### src/rtl/rect_plot_pkg.sv
// -----------------------------------------------------------------------------
// rect_plot_pkg
// Shared definitions for the rectangle rasteriser: FSM state encoding,
// framebuffer geometry and default coordinate/colour widths.
// -----------------------------------------------------------------------------
package rect_plot_pkg;

    // FSM state encoding
    localparam logic [1:0] ST_IDLE = 2'd0;
    localparam logic [1:0] ST_SCAN = 2'd1;
    localparam logic [1:0] ST_DONE = 2'd2;

    // Framebuffer geometry
    localparam int SCREEN_W = 160;
    localparam int SCREEN_H = 120;

    // Default port widths
    localparam int DEF_X_W      = 8;
    localparam int DEF_Y_W      = 7;
    localparam int DEF_COLOUR_W = 3;

endpackage

### src/rtl/vga_address_translator.sv
// -----------------------------------------------------------------------------
// vga_address_translator
// Converts a pixel coordinate into a linear framebuffer address
// (y * width + x). Purely combinational; the address is formed at full
// output width so no partial product is truncated.
// Ports:
//   x           in   pixel column
//   y           in   pixel row
//   mem_address out  linear framebuffer address
// -----------------------------------------------------------------------------
module vga_address_translator #(
    parameter RESOLUTION = "160x120"
) (
    input  logic [((RESOLUTION == "320x240") ? 8 : 7):0]  x,
    input  logic [((RESOLUTION == "320x240") ? 7 : 6):0]  y,
    output logic [((RESOLUTION == "320x240") ? 16 : 14):0] mem_address
);

    localparam int AW = (RESOLUTION == "320x240") ? 17 : 15;

    logic [AW-1:0] w_x_ext;
    logic [AW-1:0] w_y_ext;

    assign w_x_ext = AW'(x);
    assign w_y_ext = AW'(y);

    // y*width built from shifts: 320 = 256 + 64, 160 = 128 + 32
    generate
        if (RESOLUTION == "320x240") begin : g_320
            assign mem_address = (w_y_ext << 8) + (w_y_ext << 6) + w_x_ext;
        end else begin : g_160
            assign mem_address = (w_y_ext << 7) + (w_y_ext << 5) + w_x_ext;
        end
    endgenerate

endmodule

### src/rtl/rect_plotter.sv
// -----------------------------------------------------------------------------
// rect_plotter
// Rasterises an axis-aligned rectangle into the 160x120 framebuffer, one pixel
// per clock in raster order. Outline mode plots only border pixels (interior
// cycles still advance); fill mode plots every pixel.
// Ports:
//   clk, resetn        clock, asynchronous active-low reset
//   start              job request, accepted only when idle
//   fill               0 = outline, 1 = solid (sampled with start)
//   x0, x1, y0, y1     box corners in any order (clamped to the screen)
//   colour_in          draw colour (sampled with start)
//   abort              ends the current scan at the next edge
//   x, y, colour       current pixel and latched colour
//   plot               write strobe for x/y/colour/addr
//   addr               y*160 + x, aligned with plot
//   busy               high while scanning
//   done               one-cycle completion pulse
// -----------------------------------------------------------------------------
module rect_plotter
    import rect_plot_pkg::*;
#(
    parameter int X_W      = DEF_X_W,
    parameter int Y_W      = DEF_Y_W,
    parameter int X_MAX    = SCREEN_W - 1,
    parameter int Y_MAX    = SCREEN_H - 1,
    parameter int COLOUR_W = DEF_COLOUR_W
) (
    input  logic                clk,
    input  logic                resetn,
    input  logic                start,
    input  logic                fill,
    input  logic [X_W-1:0]      x0,
    input  logic [X_W-1:0]      x1,
    input  logic [Y_W-1:0]      y0,
    input  logic [Y_W-1:0]      y1,
    input  logic [COLOUR_W-1:0] colour_in,
    input  logic                abort,
    output logic [X_W-1:0]      x,
    output logic [Y_W-1:0]      y,
    output logic [COLOUR_W-1:0] colour,
    output logic                plot,
    output logic [14:0]         addr,
    output logic                busy,
    output logic                done
);

    localparam logic [X_W-1:0] X_LIM = X_W'(X_MAX);
    localparam logic [Y_W-1:0] Y_LIM = Y_W'(Y_MAX);

    logic [1:0]          r_state;
    logic [X_W-1:0]      r_x, r_xl, r_xr;
    logic [Y_W-1:0]      r_y, r_yt, r_yb;
    logic [COLOUR_W-1:0] r_colour;
    logic                r_fill;
    logic                r_plot;

    logic [X_W-1:0]      w_xl, w_xr, w_x_nxt;
    logic [Y_W-1:0]      w_yt, w_yb, w_y_nxt;
    logic                w_eol;
    logic                w_last;
    logic                w_edge_nxt;
    logic [14:0]         w_addr;

    // Ordered and clamped corners for a new job
    always_comb begin
        w_xl = (x0 < x1) ? x0 : x1;
        w_xr = (x0 < x1) ? x1 : x0;
        w_yt = (y0 < y1) ? y0 : y1;
        w_yb = (y0 < y1) ? y1 : y0;
        if (w_xl > X_LIM) begin
            w_xl = X_LIM;
        end else begin
            w_xl = w_xl;
        end
        if (w_xr > X_LIM) begin
            w_xr = X_LIM;
        end else begin
            w_xr = w_xr;
        end
        if (w_yt > Y_LIM) begin
            w_yt = Y_LIM;
        end else begin
            w_yt = w_yt;
        end
        if (w_yb > Y_LIM) begin
            w_yb = Y_LIM;
        end else begin
            w_yb = w_yb;
        end
    end

    // Raster step and border test for the pixel following the current one
    always_comb begin
        w_eol  = (r_x == r_xr);
        w_last = w_eol && (r_y == r_yb);
        if (w_eol) begin
            w_x_nxt = r_xl;
            w_y_nxt = r_y + 1'b1;
        end else begin
            w_x_nxt = r_x + 1'b1;
            w_y_nxt = r_y;
        end
        w_edge_nxt = (w_x_nxt == r_xl) || (w_x_nxt == r_xr) ||
                     (w_y_nxt == r_yt) || (w_y_nxt == r_yb);
    end

    // FSM, scan counters and registered pixel outputs
    always_ff @(posedge clk or negedge resetn) begin
        if (!resetn) begin
            r_state  <= ST_IDLE;
            r_x      <= '0;
            r_y      <= '0;
            r_xl     <= '0;
            r_xr     <= '0;
            r_yt     <= '0;
            r_yb     <= '0;
            r_colour <= '0;
            r_fill   <= 1'b0;
            r_plot   <= 1'b0;
        end else begin
            case (r_state)
                ST_IDLE: begin
                    if (start) begin
                        r_xl     <= w_xl;
                        r_xr     <= w_xr;
                        r_yt     <= w_yt;
                        r_yb     <= w_yb;
                        r_x      <= w_xl;
                        r_y      <= w_yt;
                        r_fill   <= fill;
                        r_colour <= colour_in;
                        // The top-left corner is always on the border
                        r_plot   <= 1'b1;
                        r_state  <= ST_SCAN;
                    end else begin
                        r_plot   <= 1'b0;
                    end
                end
                ST_SCAN: begin
                    if (abort || w_last) begin
                        r_plot  <= 1'b0;
                        r_state <= ST_DONE;
                    end else begin
                        r_x     <= w_x_nxt;
                        r_y     <= w_y_nxt;
                        r_plot  <= r_fill || w_edge_nxt;
                    end
                end
                ST_DONE: begin
                    r_plot  <= 1'b0;
                    r_state <= ST_IDLE;
                end
                default: begin
                    r_plot  <= 1'b0;
                    r_state <= ST_IDLE;
                end
            endcase
        end
    end

    // Address taken from the registered coordinates so it moves with plot
    vga_address_translator #(
        .RESOLUTION ("160x120")
    ) u_addr (
        .x           (r_x),
        .y           (r_y),
        .mem_address (w_addr)
    );

    assign x      = r_x;
    assign y      = r_y;
    assign colour = r_colour;
    assign plot   = r_plot;
    assign addr   = w_addr;
    assign busy   = (r_state == ST_SCAN);
    assign done   = (r_state == ST_DONE);

endmodule

### config.mk
export PLATFORM = sky130hd
export DESIGN_NAME = rect_plotter
export DESIGN_NICKNAME = d
export VERILOG_FILES = /design/src/rtl/rect_plot_pkg.sv /design/src/rtl/vga_address_translator.sv /design/src/rtl/rect_plotter.sv
export SDC_FILE = /design/constraint.sdc
export NUM_CORES = 1
export LEC_CHECK = 0
export ABC_AREA = 1
export CAP_MARGIN = 10
export CORE_ASPECT_RATIO = 0.5
export CORE_MARGIN = 4
export CORE_UTILIZATION = 49
export CTS_CLUSTER_SIZE = 30
export DETAILED_ROUTE_END_ITERATION = 8
export HOLD_SLACK_MARGIN = 0.06
export PLACE_DENSITY = 0.8
export SKIP_CTS_REPAIR_TIMING = 1
export SYNTH_ARGS = -nofsm -noshare
export SYNTH_HDL_FRONTEND = slang
export SYNTH_SLANG_ARGS = --single-unit
export TNS_END_PERCENT = 10
### constraint.sdc
create_clock -name clk -period 2.75 [get_ports clk]
set_clock_uncertainty 0.05 [all_clocks]
set_input_delay 0.55 -clock clk [delete_from_list [all_inputs] [get_ports clk]]
set_output_delay 0.55 -clock clk [all_outputs]
set_load 0.01 [all_outputs]
# Word level (Yosys, flattened, before mapping)
# Cells that the tools add are included.
[word_totals]
register_bits = 52
input_bits = 38
out_inout_bits = 36
wordCells = 64
[op_classes]
n_addsub = 4
n_lt_le_gt_ge = 6
eq_ne = 11
n_mux = 22
n_reduce_logical = 11
[ops]
columns = ["operator", "count"]
rows = [
  ["2-to-1 mux 8 bit", 7],
  ["2-to-1 mux 7 bit", 7],
  ["== test 8 bit", 3],
  ["== test 7 bit", 3],
  ["> comparator 8 bit, second input constant", 2],
  ["case mux 8 bit (2 select lines)", 1],
  ["adder 14 x 12 -> 15 bit", 1],
  ["adder 15 x 8 -> 15 bit", 1],
  ["> comparator 7 bit, second input constant", 2],
  ["case mux 7 bit (2 select lines)", 1],
  ["adder 8 x 1 -> 8 bit, second input constant", 1],
  ["less-than comparator 8 bit", 1],
  ["adder 7 x 1 -> 7 bit, second input constant", 1],
  ["less-than comparator 7 bit", 1],
  ["logical OR 1 bit", 5],
  ["2-to-1 mux 2 bit", 2],
  ["!= test 2 bit, second input constant", 2],
  ["case mux 2 bit (2 select lines)", 1],
  ["AND reduction 2 bit", 2],
  ["AND reduction 3 bit", 1],
  ["== test 2 x 1 -> 1 bit, second input constant", 1],
  ["== test 2 bit, second input constant", 1],
  ["logical NOT 2 bit", 1],
  ["2-to-1 mux 1 bit", 2],
  ["other kinds (4)", 4],
]

# Depth between registers and ports, before layout
# Gate-level depths: netlist of run 1.
[logic_depth]
ltp_word = 9
ltp_mapped = 19
depth_no_buf = 18

# Modules after synthesis
# Synthesis of run 1 repeated with hierarchy kept, for this count alone.
[unflattened]
hier_cells = 690
area_unflattened_um2 = 4556.9
[by_module_without_submodules]
columns = ["mod", "instances", "cells_each", "area_per_inst_um2", "seq_area_each_um2"]
rows = [
  ["rect_plotter", 1, 615, 4043.9, 1301.2],
  ["vga_address_translator", 1, 75, 513.0, 0.0],
]

# Worst setup path after synthesis of run 1
# No wires, ideal clock.
[synth_timing]
path_kind = "flip-flop to output port"
from = "register r_y[0], in the netlist y[0]"
to = "output port addr[13]"
arrival_time_ps = 2278
required_time_ps = 2150
setup_slack_ps = -128
stages_incl_launch_ff = 12
cell_sequence = "dfrtp_1 -> fa_1 -> ha_1 -> a21oi_1 -> nand2_1 -> a21oi_1 -> inv_1 -> a21oi_1 -> nor2_1 -> o21ai_0 -> nand2_1 -> xor2_1"
[synth_via]
elab_chain_len = 2
[synth_rtl]
columns = ["item", "line", "rtl"]
rows = [
  ["from (decl)", "rect_plotter.sv:52", "logic [Y_W-1:0] r_y, r_yt, r_yb;"],
  ["from (signal assigned)", "rect_plotter.sv:129", "r_y <= w_yt;"],
  ["from (signal assigned)", "rect_plotter.sv:145", "r_y <= w_y_nxt;"],
  ["adder 14 x 12 -> 15 bit", "vga_address_translator.sv:32", "assign mem_address = (w_y_ext << 7) + (w_y_ext << 5) + w_x_ext;"],
  ["adder 15 x 8 -> 15 bit", "vga_address_translator.sv:32", ""],
  ["to (decl)", "rect_plotter.sv:42", "output logic [14:0] addr,"],
]
# No other way between the ends.

# Worst setup path in the final report of run 1
# Same ends and word-level chain as after synthesis.

==> reports/results.tsv, run 1 <==
stage	metric	value	unit
run_status	result of the run	complete, but fails checks	
run_status	failing checks	setup timing	
power	LEAKAGE	0.00312	uW
sta	Final Slew Violations	0	
logic_synthesis	area leader, netlist	dfrtp_1	
logic_synthesis	register bit total from synthesis	52	
logic_synthesis	share of synthesized registers carrying an async set or reset	1.00	
power	Clock power frac	0.090	
logic_synthesis	Mapped Avg Cell Area	6.66	sq um
routing	WL per Instance	14.0	microns
sta	post-layout min period	3.32	ns
power	switching part of the total	0.463	
routing	post-route ant nets	0	
floorplanning	width of the die	142	microns
logic_synthesis	Primary FF master, synth	dfrtp_1	
cts	root buffer cell	clkbuf_16	
power	sequential power share	0.205	
power	cell internal pwr	3790	uW
floorplanning	num rows	24	
logic_synthesis	Post-synth EDFFs	0	
place	DP Wirelength	9.97	mm
setup_path	worst setup path start	y[0]$_DFFE_PN0P_	
cts	sink count of the clock tree	52	
routing	post-DR vias/cell	5.18	
layout	Filler cells	724	
place	Final Wtd Congestion	0.977	
power	Switch Pwr	3270	uW
grt	vias in the first global route	4202	
sta	Final Hold Viols	0	
floorplanning	core outline area	0.00874	sq mm
layout	register area	0.00130	sq mm
power	Power Density	1180	mW/mm^2
routing	Vias	4742	
routing	drt pass-1 iters	7	
floorplanning	I/O Pins	74	
logic_synthesis	Synth top area share	0.294	
cts	worst skew pair latency	0.30	ns
layout	Area Overhead vs Synth	34.5	%
floorplanning	effective utilization at floorplan	0.507	
cts	# H-tree levels	2	
layout	final core occ	0.682	
floorplanning	die area	0.0107	sq mm
sta	Final period util	1.21	
power	worst ir drop on vdd	1380	uV
setup_path	Reg2Reg Depth	15	
worst_hold_path	HP Class	in2async	
power	logic gate share of total power	0.705	
sta	Hold Slack	0.314	ns
grt	Overall Global Routing Usage	0.239	
logic_synthesis	Mapped Cells	665	
layout	ANT cells	0	
setup_path	Startpoint Class	register	
sta	setup TNS	-1.66	ns
sta	Least-Margin Pin Slew	0.682	ns
setup_path	WP data arrival	2.72	ns
setup_path	cells along the critical path	fa_2 > ha_1 > nand3_1 > nand2_1 > a21oi_1 > inv_1 > a21oi_2 > nor2_1 > o21ai_1 > nand2_1 > xor2_2 > clkbuf_2	
setup_path	reg2reg end	plot$_DFF_PN0_	
floorplanning	Die H	75.2	microns
routing	DRT iter0 DRCs	425	
setup_path	critical path's most frequent cell	nand2_1	
logic_synthesis	synthesized area	0.00443	sq mm
layout	footprint of the multi-input gates	0.00276	sq mm
cts	Max clock buf depth	2	
sta	unrepaired setup endpoints after global routing	true	
setup_path	reg2reg start	x[0]$_DFFE_PN0P_	
sta	post-route setup slack	-0.573	ns
setup_path	Crit path required time	2.15	ns
logic_synthesis	post-synthesis net count	733	
setup_path	R2R setup slack	0.26	ns
cts	CTS Buf Count	5	
cts	CTS tree	done	
routing	final WL	12.8	mm
sta	Slew Limit Headroom	0.546	
logic_synthesis	ranking of synthesized cells by area	dfrtp_1, nand2_1, ha_1, inv_1, nand3_1	
setup_path	Max FO, Critical Path	2	
grt	first-pass GRT wire length	20.1	mm
layout	commonest non-fill, non-tap cell in the layout	nand2_1	
grt	initial antenna violation count	0	
job	Max-Cap Viols	0	
setup_path	CP endpoint kind	output port	
routing	# DRC	0	
setup_path	crit-path max cell delay	0.58	ns
place	Post-Place Cells	906	
logic_synthesis	distinct cell type count after synthesis	36	
logic_synthesis	share of the yosys chip area belonging to registers	0.294	
layout	Final Non-Filler Cells	915	
place	Place WS	-0.498	ns
layout	most frequent cells in the layout	nand2_1, buf_4, inv_1	
sta	FMAX	301	MHz
layout	fraction of layout cells with a size suffix above 1	0.158	
grt	largest net degree at the start of global routing	53	
setup_path	end of the critical path	addr[13]	
setup_path	Worst Path Class, Setup	reg2out	
setup_path	Crit-path slowest cell	fa_2	
cts	clk slew on worst S/H paths	0.07	ns
grt	GR Overflow Total	0	
layout	nets	865	
logic_synthesis	synth warn	0	
sta	Final Setup Violations	5	
place	IO buf count	73	
-- critical path, delay by kind of cell (launching register included) --
family                     cells  cell delay, ns
adders and majority gates      2            0.81
AOI/OAI and AO/OA              3            0.49
DFF                            1            0.42
and+or+nand+nor                4            0.35
buffers and inverters          2            0.22
xor gates and xnor gates       1            0.14
-- per-layer routing --
metal / GRT usage / wire length [microns] / part of all wire / vias to the layer above
met1: 0.363 / 6120 / 0.48 / 2138
met2: 0.340 / 5190 / 0.41 / 195
met5: 0 / 0 / 0 / -
met4: 0.0474 / 136 / 0.011 / 0
met3: 0.0666 / 1350 / 0.11 / 14
li1: - / - / - / 2395
-- area by class of cell --
class / instances / share of cell area
Tap cell: 117 / 0.0246
Timing Repair Buffer: 152 / 0.218
Clock inverter: 2 / 0.00273
Multi-Input combinational cell: 506 / 0.463
Inverter: 80 / 0.0504
Sequential cell: 52 / 0.219
Clock buffer: 6 / 0.0216
-- power by group through the flow --
stage | Clock (uW) | Combinational [uW] | Sequential, uW
final | 638 | 4970 | 1440
after global routing | 673 | 5530 | 1490
after CTS | 641 | 4920 | 1420
after detailed placement | 0 | 4890 | 1430
after global placement | 0 | 4770 | 1420
after floorplan | 0 | 2770 | 1480
-- worst min-delay path by stage --
stage | startpoint | to | slack (ns)
after floorplan | resetn | colour[0]$_DFFE_PN0P_ | 0.20
after global placement | colour[1]$_DFFE_PN0P_ | colour[1]$_DFFE_PN0P_ | 0.42
after detailed placement | colour[1]$_DFFE_PN0P_ | colour[1]$_DFFE_PN0P_ | 0.42
after CTS | resetn | x[1]$_DFFE_PN0P_ | 0.35
after global routing | resetn | x[1]$_DFFE_PN0P_ | 0.38
final | resetn | r_xl[6]$_DFFE_PN0P_ | 0.31
-- cell usage after synthesis, types with 9 or more instances --
master      n
a21oi_1    23
clkbuf_1   10
dfrtp_1    52
ha_1       28
inv_1      76
nand2_1   221
nand3_1    45
nand3b_1    9
nor2_1     54
o21ai_0    42
xnor2_1    13
xor2_1     13
-- logic make-up (layout without fill, tap and decap cells) --
logic type / count (synthesis) / after routing / share of synthesized area
simple gates: 345 / 345 / 0.322
buf+inv: 107 / 240 / 0.106
compound gates: 98 / 98 / 0.123
flops: 52 / 52 / 0.294
fa+ha+maj: 30 / 30 / 0.0881
xor+xnor: 26 / 26 / 0.0514
mux: 7 / 7 / 0.0158
-- stage by stage --
| step | power [uW] | cell area [sq um] |
|---|---|---|
| floorplan | 4250 | 4460 |
| global placement | 6180 | 5740 |
| detailed placement | 6320 | 5740 |
| CTS | 6980 | 5890 |
| global route | 7700 | 5960 |
| finish | 7060 | 5960 |
-- state kept, by name (all words and copies together) (netlist names), 2 cells and up --
signal,flops
r_xl,8
r_xr,8
x,8
r_yb,7
r_yt,7
y,7
colour,3
r_state,2
(Power assumes the default switching activity.)
==> run 2, diff against run 1 <==
Settings changed: CORE_UTILIZATION 49 to 59, PLACE_DENSITY 0.8 to 0.9.
Clock period 2.75 ns to 4.2 ns, I/O delays scaled along.
==> reports/results.tsv, run 2 (synthesis gave the netlist of run 1 again) <==
stage	metric	value	unit	change
cts	CTS tree	done		
worst_hold_path	HP Class	reg2reg		
layout	Area Overhead vs Synth	21.4	%	
setup_path	CP endpoint kind	output port		
grt	Overall Global Routing Usage	0.280		+0.0405
sta	setup TNS	0	ns	+1.66 ns
routing	WL per Instance	15.2	microns	+8.9%
grt	initial antenna violation count	0		unchanged
power	sequential power share	0.228		+0.023
setup_path	R2R setup slack	1.59	ns	+1.33 ns
setup_path	delay-heaviest family, CP	adder cells		
floorplanning	core outline area	0.00699	sq mm	-20%
power	Switch Pwr	2020	uW	-38%
setup_path	Startpoint Class	register		
routing	final WL	12.6	mm	-1.7%
setup_path	Reg2Reg Depth	10		-5
sta	Final Setup Violations	0		-5
setup_path	end of the critical path	addr[13]		
place	Final Wtd Congestion	0.956		-2.1%
grt	first-pass GRT wire length	20.3	mm	+0.99%
power	overall power	4340	uW	-38%
routing	DRT iter0 DRCs	536		+26%
sta	Final Hold Viols	0		unchanged
floorplanning	I/O Pins	74		unchanged
sta	Final Slew Violations	0		unchanged
routing	# DRC	0		unchanged
cts	Max clock buf depth	2		unchanged
power	cell internal pwr	2320	uW	-39%
setup_path	Crit path required time	3.31	ns	+1.16 ns
grt	GR Overflow Total	0		unchanged
power	LEAKAGE	0.00278	uW	-11%
place	Post-Place Cells	818		-9.7%
layout	ANT cells	0		unchanged
routing	post-DR vias/cell	5.63		+8.7%
setup_path	Max FO, Critical Path	6		+4
routing	Vias	4653		-1.9%
power	logic gate share of total power	0.663		-0.042
cts	clk slew on worst S/H paths	0.07	ns	about the same
setup_path	Crit-path slowest cell	clkdlybuf4s50_1		
floorplanning	effective utilization at floorplan	0.634		+0.127
layout	commonest non-fill, non-tap cell in the layout	nand2_1		
place	IO buf count	73		unchanged
sta	unrepaired setup endpoints after global routing	false		
sta	FMAX	254	MHz	
sta	Final period util	0.939		
setup_path	worst setup path start	x[7]$_DFFE_PN0P_		
cts	sink count of the clock tree	52		unchanged
setup_path	reg2reg start	y[0]$_DFFE_PN0P_		
layout	nets	801		-7.4%
routing	post-route ant nets	0		unchanged
power	Clock power frac	0.109		+0.019
job	Max-Cap Viols	0		unchanged
power	switching part of the total	0.466		+0.00252
layout	fraction of layout cells with a size suffix above 1	0.0477		-0.110
setup_path	WP data arrival	3.05	ns	+0.33 ns
setup_path	crit-path max cell delay	0.55	ns	-0.03 ns
cts	# H-tree levels	2		unchanged
cts	root buffer cell	clkbuf_16		
run_status	result of the run	finished clean		
place	area post-placement	0.00521	sq mm	-9.2%
grt	largest net degree at the start of global routing	40		-25%
cts	CTS Buf Count	5		unchanged
routing	drt pass-1 iters	5		-2
setup_path	cells along the critical path	fa_1 > ha_1 > a21oi_1 > nand2_1 > a21oi_1 > inv_1 > a21oi_1 > nor2_1 > o21ai_0 > nand2_1 > xor2_1 > clkdlybuf4s50_1		
floorplanning	width of the die	131	microns	-8.4%
sta	post-layout min period	3.94	ns	
setup_path	reg2reg end	x[5]$_DFFE_PN0P_		
floorplanning	die area	0.00904	sq mm	-16%
layout	Design Area, Final	0.00538	sq mm	-9.7%
layout	most frequent cells in the layout	nand2_1, inv_1, clkdlybuf4s50_1		
floorplanning	Die H	69.3	microns	-7.9%
power	Power Density	807	mW/mm^2	-32%
cts	worst skew pair latency	0.29	ns	about the same
floorplanning	num rows	21		-13%
sta	Least-Margin Pin Slew	0.717	ns	+0.0356 ns
setup_path	instance count on the critical path	12		unchanged
place	DP Wirelength	9.66	mm	-3.1%
grt	vias in the first global route	4194		-0.19%
setup_path	Worst Path Class, Setup	reg2out		
layout	Final Non-Filler Cells	826		-9.7%
sta	Hold Slack	0.442	ns	+0.129 ns
setup_path	critical path's most frequent cell	a21oi_1		
power	worst ir drop on vdd	595	uV	-57%
sta	Slew Limit Headroom	0.521		-0.0249
setup_path	CP Buf/Inv Count	2		unchanged
[run 2: layout make-up]
type | count | area, sq um
Inverter | 80 | 300
Fill cell | 525 | 1610
Timing Repair Buffer | 88 | 838
Sequential cell | 52 | 1300
Clock inverter | 2 | 38.8
Multi-Input combinational cell | 506 | 2660
Clock buffer | 6 | 129
Tap cell | 92 | 115
[run 2: per-stage QoR]
| step | util | worst slack (ns) |
|---|---|---|
| finish | 0.770 | 0.257 |
| global route | 0.770 | 0.0571 |
| CTS | 0.770 | 0.248 |
| detailed placement | 0.746 | 0.571 |
| global placement | 0.746 | 0.636 |
| floorplan | - | 1.03 |
[run 2: per-layer routing]
layer  vias up  track usage  wire length (microns)  share of wire
met5         -            0                      0              0
met4         0       0.0513                    170          0.014
met3        28       0.0815                   1810           0.14
met2       280        0.394                   4930           0.39
met1      2075        0.426                   5670           0.45
li1       2270            -                      -              -
[run 2: tightest hold or removal path, delay by kind of cell (launching register included)]
kind | cells | cell delay (ns)
and+or+nand+nor | 2 | 0.11
DFF | 1 | 0.36
[run 2: power by group through the flow]
| stage | Sequential (uW) | Clock [uW] | Combinational (uW) |
|---|---|---|---|
| 2_1_floorplan | 965 | 0 | 1760 |
| 3_3_place_gp | 972 | 0 | 2720 |
| 3_5_place_dp | 983 | 0 | 2810 |
| 4_1_cts | 975 | 472 | 2850 |
| 5_1_grt | 1010 | 492 | 3200 |
| 6_report | 989 | 473 | 2880 |
[run 2: worst min path at each step]
stage | from | to | slack [ns] | cells past startpoint
finish | colour[0]$_DFFE_PN0P_ | colour[0]$_DFFE_PN0P_ | 0.44 | 2
global route | colour[1]$_DFFE_PN0P_ | colour[1]$_DFFE_PN0P_ | 0.48 | 2
CTS | colour[0]$_DFFE_PN0P_ | colour[0]$_DFFE_PN0P_ | 0.45 | 2
detailed placement | colour[0]$_DFFE_PN0P_ | colour[0]$_DFFE_PN0P_ | 0.42 | 2
global placement | colour[2]$_DFFE_PN0P_ | colour[2]$_DFFE_PN0P_ | 0.42 | 2
floorplan | r_fill$_DFFE_PN0P_ | r_fill$_DFFE_PN0P_ | 0.40 | 2
==> run 3, diff against run 2 <==
Settings changed: PLACE_DENSITY 0.9 to 0.88.
==> reports/results.tsv, run 3 (synthesis gave the netlist of run 1 again) <==
stage	metric	value	unit	change
floorplanning	I/O Pins	74		unchanged
sta	Hold Slack	0.450	ns	+0.00705 ns
floorplanning	Die H	69.3	microns	unchanged
place	DP Wirelength	9.66	mm	about the same
place	IO buf count	73		unchanged
grt	grt met3 use	0.102		+0.0208
layout	nets	799		-0.25%
setup_path	CP endpoint kind	output port		
sta	post-layout min period	3.99	ns	+0.0508 ns
setup_path	Crit path required time	3.31	ns	about the same
power	LEAKAGE	0.00277	uW	-0.39%
floorplanning	die area	0.00904	sq mm	unchanged
run_status	result of the run	finished clean		
cts	CTS Buf Count	5		unchanged
worst_hold_path	HP Class	reg2reg		
setup_path	delay-heaviest family, CP	adder cells		
sta	Final Hold Viols	0		unchanged
grt	initial antenna violation count	0		unchanged
grt	GR Overflow Total	0		unchanged
floorplanning	width of the die	131	microns	unchanged
floorplanning	core outline area	0.00699	sq mm	unchanged
sta	post-route setup slack	0.206	ns	-0.0508 ns
setup_path	crit-path max cell delay	0.55	ns	about the same
routing	post-DR vias/cell	5.54		-1.7%
sta	Final Slew Violations	0		unchanged
routing	DRT iter0 DRCs	485		-9.5%
setup_path	cells along the critical path	fa_1 > ha_1 > nand3_1 > nand2_1 > a21oi_1 > inv_1 > a21oi_1 > nor2_1 > o21ai_0 > nand2_1 > xor2_1 > clkdlybuf4s50_1		
place	Place WS	0.430	ns	-0.141 ns
sta	setup TNS	0	ns	unchanged
grt	first-pass GRT wire length	20.4	mm	+0.27%
sta	unrepaired setup endpoints after global routing	false		
setup_path	Crit-path slowest cell	clkdlybuf4s50_1		
grt	Overall Global Routing Usage	0.281		+0.00143
layout	most frequent cells in the layout	nand2_1, inv_1, clkdlybuf4s50_1		
sta	Least-Margin Pin Slew	1.05	ns	+0.337 ns
setup_path	Max FO, Critical Path	6		unchanged
sta	Slew Limit Headroom	0.296		-0.225
cts	worst skew pair latency	0.29	ns	about the same
setup_path	WP data arrival	3.10	ns	+0.05 ns
power	Power Density	802	mW/mm^2	-0.59%
grt	met1 Usage GRT	0.432		+0.00543
setup_path	Worst Path Class, Setup	reg2out		
place	Final Wtd Congestion	1.03		+7.3%
routing	drt pass-1 iters	5		unchanged
job	Max-Cap Viols	0		unchanged
layout	Filler cells	515		-1.9%
routing	Vias	4563		-1.9%
grt	gr busiest metal	met1		
layout	fraction of layout cells with a size suffix above 1	0.0464		-0.00124
cts	CTS tree	done		
power	worst ir drop on vdd	567	uV	-4.6%
cts	# H-tree levels	2		unchanged
sta	Final period util	0.951		+0.0121
routing	WL per Instance	15.0	microns	-1.8%
layout	commonest non-fill, non-tap cell in the layout	nand2_1		
sta	FMAX	250	MHz	-1.3%
setup_path	CP Buf/Inv Count	2		unchanged
cts	root buffer cell	clkbuf_16		
cts	sink count of the clock tree	52		unchanged
grt	vias in the first global route	4206		+0.29%
routing	post-route ant nets	0		unchanged
grt	grt met2 use	0.380		-0.0136
grt	largest net degree at the start of global routing	40		unchanged
routing	# DRC	0		unchanged
cts	clk slew on worst S/H paths	0.07	ns	about the same
floorplanning	num rows	21		unchanged
setup_path	Startpoint Class	register		
sta	Final Setup Violations	0		unchanged
layout	Area Overhead vs Synth	21.1	%	
layout	ANT cells	0		unchanged
cts	Max clock buf depth	2		unchanged
routing	final WL	12.3	mm	-2.1%
floorplanning	effective utilization at floorplan	0.634		unchanged
## run 3: cell count changes in the layout (fill, tap and decap cells not counted)
cell / previous run / this run
dfrtp_2: 0 / 1
buf_4: 15 / 13
dfrtp_1: 52 / 51
## run 3: where the power goes
part | leakage, uW | switching (uW) | internal [uW]
Sequential | 0.000609 | 278 | 720
Combinational | 0.00208 | 1530 | 1300
Clock | 0.0000815 | 190 | 284
Total | 0.00277 | 2000 | 2310
## run 3: area by class of cell
cell class / instances / area (sq um) / share of cell area
multi-input combinational: 506 / 2660 / 0.495
sequential: 52 / 1300 / 0.243
timing repair buffer: 86 / 823 / 0.153
inverter: 80 / 300 / 0.0560
clock buffer: 6 / 129 / 0.0240
tap: 92 / 115 / 0.0215
clock inverter: 2 / 38.8 / 0.00723
## run 3: stage by stage
stage,total power [uW],instances,utilization,area [sq um]
after global placement,3690,816,0.743,5200
final,4300,824,0.768,5370
after floorplan,2730,665,-,4430
after CTS,4260,824,0.767,5360
after global routing,4700,824,0.768,5370
after detailed placement,3770,816,0.743,5200
## run 3: worst paths after layout
path / start / depth (start not counted) / slack [ns] / endpoint
min in group asynchronous: resetn / 1 / 0.52 / colour[1]$_DFFE_PN0P_
worst max register to register: x[5]$_DFFE_PN0P_ / 14 / 1.41 / y[0]$_DFFE_PN0P_
worst min register to register: colour[2]$_DFFE_PN0P_ / 2 / 0.45 / colour[2]$_DFFE_PN0P_
worst max-delay path: x[7]$_DFFE_PN0P_ / 12 / 0.21 / addr[13]
max in group asynchronous: resetn / 2 / 2.78 / x[2]$_DFFE_PN0P_
worst min-delay path: colour[2]$_DFFE_PN0P_ / 2 / 0.45 / colour[2]$_DFFE_PN0P_
## run 3: routing by layer
| metal | routed length, microns | vias up |
|---|---|---|
| li1 | - | 2257 |
| met1 | 5930 | 2051 |
| met2 | 4640 | 239 |
| met3 | 1640 | 16 |
| met4 | 118 | 0 |
| met5 | 0 | - |
## run 3: worst min-delay path, cell delays in order (launching register included)
cell and delay (ns):
dfrtp_1 0.36, nand2_1 0.06, nand2_1 0.05
